### config.mk
export PLATFORM = sky130hd
export DESIGN_NAME = sram_req_arbiter
export DESIGN_NICKNAME = d
export VERILOG_FILES = /design/src/rtl/sram_req_arbiter_pkg.sv /design/src/rtl/sram_req_arbiter_owner_fifo.sv /design/src/rtl/sram_req_arbiter.sv
export SDC_FILE = /design/constraint.sdc
export NUM_CORES = 1
export LEC_CHECK = 0
export BUFFER_PORTS_ARGS = -buffer_cell sky130_fd_sc_hd__buf_2
export CAP_MARGIN = 20
export CORE_AREA = 2 2 126 128
export CTS_CLUSTER_DIAMETER = 30
export DETAILED_ROUTE_END_ITERATION = 7
export DIE_AREA = 0 0 128 130
export PLACE_DENSITY_LB_ADDON = 0.12
export SYNTH_ARGS = -nofsm -noshare
export SYNTH_HDL_FRONTEND = slang
export SYNTH_SLANG_ARGS = --single-unit
### constraint.sdc
create_clock -name clk -period 2.9 [get_ports clk]
set_clock_uncertainty 0.05 [all_clocks]
set_input_delay 0.58 -clock clk [delete_from_list [all_inputs] [get_ports clk]]
set_output_delay 0.58 -clock clk [all_outputs]
set_load 0.02 [all_outputs]
### src/rtl/sram_req_arbiter_pkg.sv
// Shared encodings and the request payload used by the SRAM request arbiter.
package sram_req_arbiter_pkg;

  localparam int unsigned ADDR_W    = 32;
  localparam int unsigned DATA_W    = 32;
  localparam int unsigned STRB_W    = 4;
  localparam int unsigned SIZE_BITS = 2;

  localparam logic OWNER_INST = 1'b0;
  localparam logic OWNER_DATA = 1'b1;

  localparam int unsigned ARB_FIXED = 0;
  localparam int unsigned ARB_RR    = 1;

  localparam logic [SIZE_BITS-1:0] SIZE_B = 2'b00;
  localparam logic [SIZE_BITS-1:0] SIZE_H = 2'b01;
  localparam logic [SIZE_BITS-1:0] SIZE_W = 2'b10;

  typedef struct packed {
    logic                 wr;
    logic [SIZE_BITS-1:0] size;
    logic [ADDR_W-1:0]    addr;
    logic [STRB_W-1:0]    wstrb;
    logic [DATA_W-1:0]    wdata;
  } sram_req_t;

endpackage

### src/rtl/sram_req_arbiter_owner_fifo.sv
// In-order FIFO of 1-bit transaction owners; push and pop may coincide.
module sram_req_arbiter_owner_fifo #(
  parameter int unsigned DEPTH = 4,
  localparam int unsigned PTR_W = $clog2(DEPTH),
  localparam int unsigned CNT_W = PTR_W + 1
) (
  input  logic             clk,
  input  logic             reset,
  input  logic             push_i,
  input  logic             push_owner_i,
  input  logic             pop_i,
  output logic             head_o,
  output logic [CNT_W-1:0] count_o,
  output logic             full_o,
  output logic             empty_o
);

  logic [DEPTH-1:0] mem_q;
  logic [PTR_W-1:0] wr_ptr_q, rd_ptr_q;
  logic [CNT_W-1:0] cnt_q;
  logic             push_ok, pop_ok;

  assign full_o  = (cnt_q == CNT_W'(DEPTH));
  assign empty_o = (cnt_q == '0);
  assign push_ok = push_i & ~full_o;
  assign pop_ok  = pop_i & ~empty_o;
  assign head_o  = mem_q[rd_ptr_q];
  assign count_o = cnt_q;

  // DEPTH is a power of two, so pointers wrap naturally.
  always_ff @(posedge clk) begin
    if (reset) begin
      mem_q    <= '0;
      wr_ptr_q <= '0;
      rd_ptr_q <= '0;
      cnt_q    <= '0;
    end else begin
      if (push_ok) begin
        mem_q[wr_ptr_q] <= push_owner_i;
        wr_ptr_q        <= wr_ptr_q + PTR_W'(1);
      end
      if (pop_ok) begin
        rd_ptr_q <= rd_ptr_q + PTR_W'(1);
      end
      case ({push_ok, pop_ok})
        2'b10:   cnt_q <= cnt_q + CNT_W'(1);
        2'b01:   cnt_q <= cnt_q - CNT_W'(1);
        default: cnt_q <= cnt_q;
      endcase
    end
  end

endmodule

### src/rtl/sram_req_arbiter.sv
// Shares one SRAM-like port between instruction and data requesters, routing
// in-order responses back to the issuer via an owner FIFO.
module sram_req_arbiter
  import sram_req_arbiter_pkg::*;
#(
  parameter int unsigned MAX_OUTSTANDING = 4,
  parameter int unsigned ARB_MODE        = ARB_FIXED
) (
  input  logic                 clk,
  input  logic                 reset,
  input  logic                 inst_req,
  input  logic                 inst_wr,
  input  logic [SIZE_BITS-1:0] inst_size,
  input  logic [ADDR_W-1:0]    inst_addr,
  input  logic [STRB_W-1:0]    inst_wstrb,
  input  logic [DATA_W-1:0]    inst_wdata,
  output logic                 inst_addr_ok,
  output logic                 inst_data_ok,
  output logic [DATA_W-1:0]    inst_rdata,
  input  logic                 data_req,
  input  logic                 data_wr,
  input  logic [SIZE_BITS-1:0] data_size,
  input  logic [ADDR_W-1:0]    data_addr,
  input  logic [STRB_W-1:0]    data_wstrb,
  input  logic [DATA_W-1:0]    data_wdata,
  output logic                 data_addr_ok,
  output logic                 data_data_ok,
  output logic [DATA_W-1:0]    data_rdata,
  output logic                 m_req,
  output logic                 m_wr,
  output logic [SIZE_BITS-1:0] m_size,
  output logic [ADDR_W-1:0]    m_addr,
  output logic [STRB_W-1:0]    m_wstrb,
  output logic [DATA_W-1:0]    m_wdata,
  input  logic                 m_addr_ok,
  input  logic                 m_data_ok,
  input  logic [DATA_W-1:0]    m_rdata,
  output logic                 resp_err
);

  localparam int unsigned CNT_W = $clog2(MAX_OUTSTANDING) + 1;

  logic             full, empty, head_owner;
  logic [CNT_W-1:0] count;
  logic             rr_last_q, resp_err_q;
  logic             can_issue, grant_data, issue, resp_pop;
  sram_req_t        inst_bus, data_bus, m_bus;

  assign inst_bus = '{wr: inst_wr, size: inst_size, addr: inst_addr,
                      wstrb: inst_wstrb, wdata: inst_wdata};
  assign data_bus = '{wr: data_wr, size: data_size, addr: data_addr,
                      wstrb: data_wstrb, wdata: data_wdata};

  // Round-robin only matters on contention; a lone requester always wins.
  always_comb begin
    grant_data = data_req;
    if ((ARB_MODE == ARB_RR) && data_req && inst_req) begin
      grant_data = (rr_last_q == OWNER_INST);
    end
  end

  // Full blocks grants even during a pop, keeping addr_ok free of data_ok.
  assign can_issue = ~full & ~reset;
  assign m_req     = can_issue & (inst_req | data_req);
  assign m_bus     = m_req ? (grant_data ? data_bus : inst_bus) : '0;
  assign m_wr      = m_bus.wr;
  assign m_size    = m_bus.size;
  assign m_addr    = m_bus.addr;
  assign m_wstrb   = m_bus.wstrb;
  assign m_wdata   = m_bus.wdata;

  assign issue        = m_req & m_addr_ok;
  assign data_addr_ok = issue & grant_data;
  assign inst_addr_ok = issue & ~grant_data;

  assign resp_pop     = m_data_ok & (count != '0) & ~reset;
  assign data_data_ok = resp_pop & (head_owner == OWNER_DATA);
  assign inst_data_ok = resp_pop & (head_owner == OWNER_INST);
  assign inst_rdata   = m_rdata;
  assign data_rdata   = m_rdata;
  assign resp_err     = resp_err_q;

  sram_req_arbiter_owner_fifo #(
    .DEPTH(MAX_OUTSTANDING)
  ) u_owner_fifo (
    .clk          (clk),
    .reset        (reset),
    .push_i       (issue),
    .push_owner_i (grant_data ? OWNER_DATA : OWNER_INST),
    .pop_i        (resp_pop),
    .head_o       (head_owner),
    .count_o      (count),
    .full_o       (full),
    .empty_o      (empty)
  );

  always_ff @(posedge clk) begin
    if (reset) begin
      rr_last_q  <= OWNER_INST;
      resp_err_q <= 1'b0;
    end else begin
      if (issue) begin
        rr_last_q <= grant_data ? OWNER_DATA : OWNER_INST;
      end
      if (m_data_ok && empty) begin
        resp_err_q <= 1'b1;
      end
    end
  end

endmodule

* Word-level counts from Yosys, hierarchy flattened *
Index checks and enable logic that the tools add are counted.

word-level totals
  register bits after elaboration = 12
  word-level logic and storage cells = 46

operators by class
  add/subtract/negate cells = 4
  order comparisons = 3
  equality and inequality tests = 3
  muxes and demuxes = 9
  bitwise operators = 17
  reduce and logical (&&, ||, !) cells = 5

operators with widths
  operator               count
  $mux W71               2
  $and A1 B1 Y1          11
  $lt A2 B3 Y1 const B   2
  $pmux W3 S2            1
  $not A1 Y1             5
  $add A2 B1 Y2 const B  2
  $bwmux W4              1
  $add A3 B1 Y3 const B  1
  $eq A3 B3 Y1 const B   1
  $logic_not A3 Y1       1
  $mux W1                3
  $reduce_bool A3 Y1     1
  $sub A3 B1 Y3 const B  1
  $bmux W1 S2            1
  $demux W1 S2           1
  $eq A2 B1 Y1 const B   1
  $eq A2 B2 Y1 const B   1
  $ge A2 B1 Y1 const B   1
  $logic_and A1 B1 Y1    2
  $reduce_bool A2 Y1     1
  $or A1 B1 Y1           1

* Longest topological paths before layout *
  depth in word-level cells = 8
  gate-level depth with buffers = 10
  gate-level depth less buffers = 9

* By module *
From an unflattened synthesis, not the netlist that was laid out.

unflattened totals
  cell total of the unflattened synthesis = 388
  area total of the unflattened synthesis = 2808.9 µm²

modules (own cells, without submodules)
  module                       instances  cells each  area each (µm²)  sequential area each (µm²)
  sram_req_arbiter             1          323         2202.1           20.0
  sram_req_arbiter_owner_fifo  1          65          606.8            220.2

* Worst setup path before layout *
Ideal clock, no wire load.

  path kind = input to register
  from = input reset
  to = register u_owner_fifo.cnt_q[2], in the netlist u_owner_fifo.count_o[2]
  library setup time = 71 ps
  data arrival time = 2520 ps
  data required time = 2779 ps
  setup slack = 259 ps
  stages on the path = 10
  buffers on the path = 1
  cell sequence = clkbuf_1 o21ba_2 nand2_8 inv_1 nand2_1 ha_1 fa_1 xnor2_1 or3_1 a21oi_1

between the ends
  longest elaborated chain between the ends = 7
  elaborated cells between the ends (all ways) = 11
  classes of those cells = eq/ne (2); mux (1); bitwise (7); reduce/logical (1)

ends and longest elaborated chain
  what                                               RTL line                           text
  start, declared                                    sram_req_arbiter.sv:10             input logic reset,
  $not A1 Y1 (*)                                     sram_req_arbiter.sv:63             assign can_issue = ~full & ~reset;
  $and A1 B1 Y1 (*)                                  sram_req_arbiter.sv:63
  $and A1 B1 Y1 (*)                                  sram_req_arbiter.sv:64             assign m_req = can_issue & (inst_req | data_req);
  net m_req                                          sram_req_arbiter.sv:29             output logic m_req,
  $and A1 B1 Y1 (*)                                  sram_req_arbiter.sv:72             assign issue = m_req & m_addr_ok;
  $and A1 B1 Y1 (*)                                  sram_req_arbiter_owner_fifo.sv:25  assign push_ok = push_i & ~full_o;
  $eq A2 B1 Y1 or $eq A2 B2 Y1 (tied branches)       sram_req_arbiter_owner_fifo.sv:45  case ({push_ok, pop_ok})
  $pmux W3 S2 or $reduce_bool A2 Y1 (tied branches)  --
  end signal, assigned                               sram_req_arbiter_owner_fifo.sv:46  2'b10: cnt_q <= cnt_q + CNT_W'(1);
  end signal, assigned                               sram_req_arbiter_owner_fifo.sv:47  2'b01: cnt_q <= cnt_q - CNT_W'(1);
  end signal, assigned                               sram_req_arbiter_owner_fifo.sv:48  default: cnt_q <= cnt_q;
  end, declared                                      sram_req_arbiter_owner_fifo.sv:20  logic [CNT_W-1:0] cnt_q;

The timed path passes the listed nets; every way through them passes the cells marked *.
A chain may end at the register's enable or synchronous reset.

* Worst setup path after layout *
  from = register u_owner_fifo.cnt_q[2], in the netlist u_owner_fifo.count_o[2]
  to = output m_addr[30]

between the ends
  longest elaborated chain between the ends = 5

ends and longest elaborated chain
  what           RTL line                           text
  $eq A3 B3 Y1   sram_req_arbiter_owner_fifo.sv:23  assign full_o = (cnt_q == CNT_W'(DEPTH));
  $not A1 Y1     sram_req_arbiter.sv:63
  $and A1 B1 Y1  sram_req_arbiter.sv:63
  $and A1 B1 Y1  sram_req_arbiter.sv:64
  $mux W71       sram_req_arbiter.sv:65             assign m_bus = m_req ? (grant_data ? data_bus : inst_bus) : '0;
  end, declared  sram_req_arbiter.sv:32             output logic [ADDR_W-1:0] m_addr,

Every way passes these cells.

==> reports/summary.txt <==
========================================================================================
Weighted congestion at the end of routability-driven global placement .....        0.724
Slew margin rel. ..........................................................        43.0%
Floorplan row count .......................................................           46
DRT iter0 DRCs ............................................................           54
Final-layout setup total negative slack ...................................         0 ns
CTS clk-pin slew, worst paths .............................................      0.05 ns
Area growth, synth to finish ..............................................        39.3%
Hold path cells ...........................................................            2
Fraction of registers with async set/reset ................................           0%
Max H-tree Level ..........................................................            1
PnR Total Power ...........................................................       935 uW
Cell types with the highest counts after synthesis ........................ sky130_fd_sc_hd__nor2_1 (77), sky130_fd_sc_hd__mux2i_1 (72), sky130_fd_sc_hd__buf_4 (65)
Source of the worst hold timing path ...................................... u_owner_fifo.mem_q[2]
Clock tree buffer depth ...................................................            2
Maximum operating frequency ...............................................    0.402 GHz
DRT antenna net count .....................................................            0
Hold/Removal Path Class ...................................................   reg -> reg
Transition time at the pin with the least slew margin .....................     0.853 ns
Critical-path maximum fanout ..............................................           72
Clk Latency, worst-skew pair ..............................................      0.24 ns
Pins Over Slew Limit ......................................................            0
Post-CTS sizing ...........................................................            0
Dpl cell area .............................................................  0.00309 mm2
Die span in y .............................................................       130 um
Portion of the clock cycle consumed by the worst path in the final layout .        85.7%
Synth top area share ......................................................        31.5%
Worst Path Required .......................................................      2.27 ns
Kind of start point of the critical path ..................................         flop
Clock tree from TritonCTS .................................................         done
Sequential element share of the synthesized area ..........................        10.5%
Die X-Extent ..............................................................       128 um
Number of global-route vias before repair .................................         2202
Number of placed instances with taps included .............................          637
HPWL after DPL ............................................................      7.22 mm
Worst Reg-to-Reg Cells ....................................................            7
CP Capture Type ...........................................................  output port
Via count .................................................................         2437
IR drop worst, VDD ........................................................   0.000217 V
Run status ................................................................ finished clean
Synthesized netlist cell count ............................................          299
Total Wirelength ..........................................................      8.80 mm
Area used by multi-input combinational logic ..............................  0.00140 mm2
Share of final-layout standard cells stronger than drive strength 1 .......        52.6%
Die Outline Area ..........................................................   0.0166 mm2
Cell area after technology mapping ........................................  0.00228 mm2
Number of enable flip-flop cells after synthesis ..........................            0
Flops & latches, synth ....................................................           12
Clock sink total ..........................................................           12
Critical path start-end classification ....................................   reg -> out
Number of cells in the finished layout apart from fillers .................          641
Unrepaired setup endpoints after global routing ...........................           no
Summed area of non-filler cells in the final layout .......................  0.00318 mm2
Leakage ...................................................................      1.85 nW
Cell with the most instances after synthesis .............................. sky130_fd_sc_hd__nor2_1
Number of unique standard cell types used by synthesis ....................           30
Reg2Reg Capture Point ..................................................... u_owner_fifo.count_o[2]
End of the worst hold path ................................................ u_owner_fifo.mem_q[2]
Worst reg2reg path startpoint ............................................. u_owner_fifo.count_o[0]
Least setup slack across all paths after layout ...........................     0.414 ns
Max-capacitance violation count ...........................................            0
IO Port Bufs ..............................................................          224
Number of CTS-inserted buffers ............................................            3
Area of all sequential standard cells .....................................      240 um2
Number of remaining DRC errors ............................................            0
Number of nets produced by synthesis ......................................          485
Count of buffers added by post-CTS timing repair for setup ................            0
Critical path data arrival time ...........................................      1.86 ns
Worst hold slack across all endpoints .....................................     0.412 ns
Syn Area/Cell .............................................................     7.64 um2
Warning count from the yosys run ..........................................            0
Maximum number of pins on one net before global-route repair ..............           73
Total I/O pin count .......................................................          321
Cell type with the largest total area after synthesis ..................... sky130_fd_sc_hd__mux2i_1
First-pass GRT wire length ................................................      12.0 mm
Final core utilization ....................................................        20.6%
Final hold violation count ................................................            0
Core area .................................................................   0.0154 mm2
Power Density .............................................................   294 mW/mm2
Most used flip-flop cell after synthesis .................................. sky130_fd_sc_hd__dfxtp_1
First drt pass iteration count ............................................            4
Initial cell density of the core ..........................................        14.8%
Routed wire per std cell ..................................................      13.7 um
Antenna Diode Count .......................................................            0
Cell types with the largest area share after synthesis .................... sky130_fd_sc_hd__mux2i_1 (32%), sky130_fd_sc_hd__buf_4 (21%), sky130_fd_sc_hd__nor2_1 (13%)
Number of antenna violations at the first check in global routing .........            0
Total routing usage reported by global routing ............................        8.96%
Final Setup Violations ....................................................            0
Post-layout minimum cycle time ............................................      2.49 ns
Filler Cells Inserted .....................................................         1789
Reg-to-reg slack, setup ...................................................      0.62 ns
CTS hold repair buffers ...................................................            0
Detail-routed via count per cell ..........................................         3.80
Global route total overflow ...............................................            0
Root buffer selected by CTS ............................................... sky130_fd_sc_hd__clkbuf_16
Count of nets after finishing .............................................          636
Pre-CTS worst setup slack .................................................     0.369 ns
========================================================================================
## area by class of cell
cell class / instances / share of cell area (%)
Multi-Input combinational cell: 196 / 43.9
Timing Repair Buffer: 229 / 37.3
Sequential cell: 12 / 7.55
Tap cell: 192 / 7.55
Clock buffer: 4 / 2.79
Inverter: 8 / 0.944
## critical path, cell delays in order, from the launching register on
cell	delay, ns
sky130_fd_sc_hd__dfxtp_1	0.41
sky130_fd_sc_hd__or3b_1	0.48
sky130_fd_sc_hd__nand2_8	0.10
sky130_fd_sc_hd__buf_12	0.26
sky130_fd_sc_hd__nor2_1	0.13
sky130_fd_sc_hd__buf_2	0.18
## worst max path at each step
stage / startpoint / end / slack (ns) / cells after the start
floorplan: reset / u_owner_fifo.count_o[2] / 0.26 / 10
global route: u_owner_fifo.count_o[2] / m_addr[30] / 0.34 / 5
CTS: u_owner_fifo.count_o[0] / m_addr[30] / 0.39 / 5
finish: u_owner_fifo.count_o[2] / m_addr[30] / 0.41 / 5
detailed placement: reset / u_owner_fifo.count_o[2] / 0.37 / 10
global placement: reset / u_owner_fifo.count_o[2] / 0.39 / 10
## registers in the layout (all words and copies together), names as in the netlist
| signal | cells |
|---|---|
| u_owner_fifo.count_o | 3 |
| u_owner_fifo.rd_ptr_q | 2 |
| u_owner_fifo.wr_ptr_q | 2 |
| u_owner_fifo.mem_q | 4 |
| resp_err | 1 |
## layer usage
layer  track usage, %  vias to the layer above  routed length [um]
met5                0                        -                   0
met4             2.52                        0                 135
met3             2.26                       20                 638
met2             16.5                      108                4590
met1             10.3                     1060                3440
li1                 -                     1249                   -
## cells in the final DEF (no fill, tap or decap), types with 3 or more instances in the layout
master | netlist | routed
sky130_fd_sc_hd__nor3_1 | 3 | 3
sky130_fd_sc_hd__clkbuf_16 | 0 | 3
sky130_fd_sc_hd__dfxtp_1 | 12 | 12
sky130_fd_sc_hd__o41ai_1 | 4 | 4
sky130_fd_sc_hd__buf_4 | 65 | 4
sky130_fd_sc_hd__xor2_1 | 3 | 3
sky130_fd_sc_hd__ha_1 | 5 | 5
sky130_fd_sc_hd__a21oi_1 | 8 | 8
sky130_fd_sc_hd__mux2i_1 | 72 | 72
sky130_fd_sc_hd__nor2_1 | 77 | 77
sky130_fd_sc_hd__inv_1 | 8 | 8
sky130_fd_sc_hd__o31ai_1 | 3 | 3
sky130_fd_sc_hd__buf_2 | 8 | 223
sky130_fd_sc_hd__nand4_1 | 6 | 6
## report_power, final
group / switching (mW) / internal, mW / leakage, nW
Sequential: 0.0128 / 0.176 / 0.0976
Clock: 0.0753 / 0.208 / 0.0442
Combinational: 0.258 / 0.205 / 1.71
Total: 0.346 / 0.589 / 1.85
## cell families after synthesis
kind of cell,synth area share (%)
buffers and inverters,28.4
DFF,10.5
and+or+nand+nor,17.8
muxes,32.5
AOI/OAI and AO/OA,5.64
xor gates and xnor gates,1.53
adders and majority gates,3.61
No activity file was read; power rests on OpenSTA's default activity.
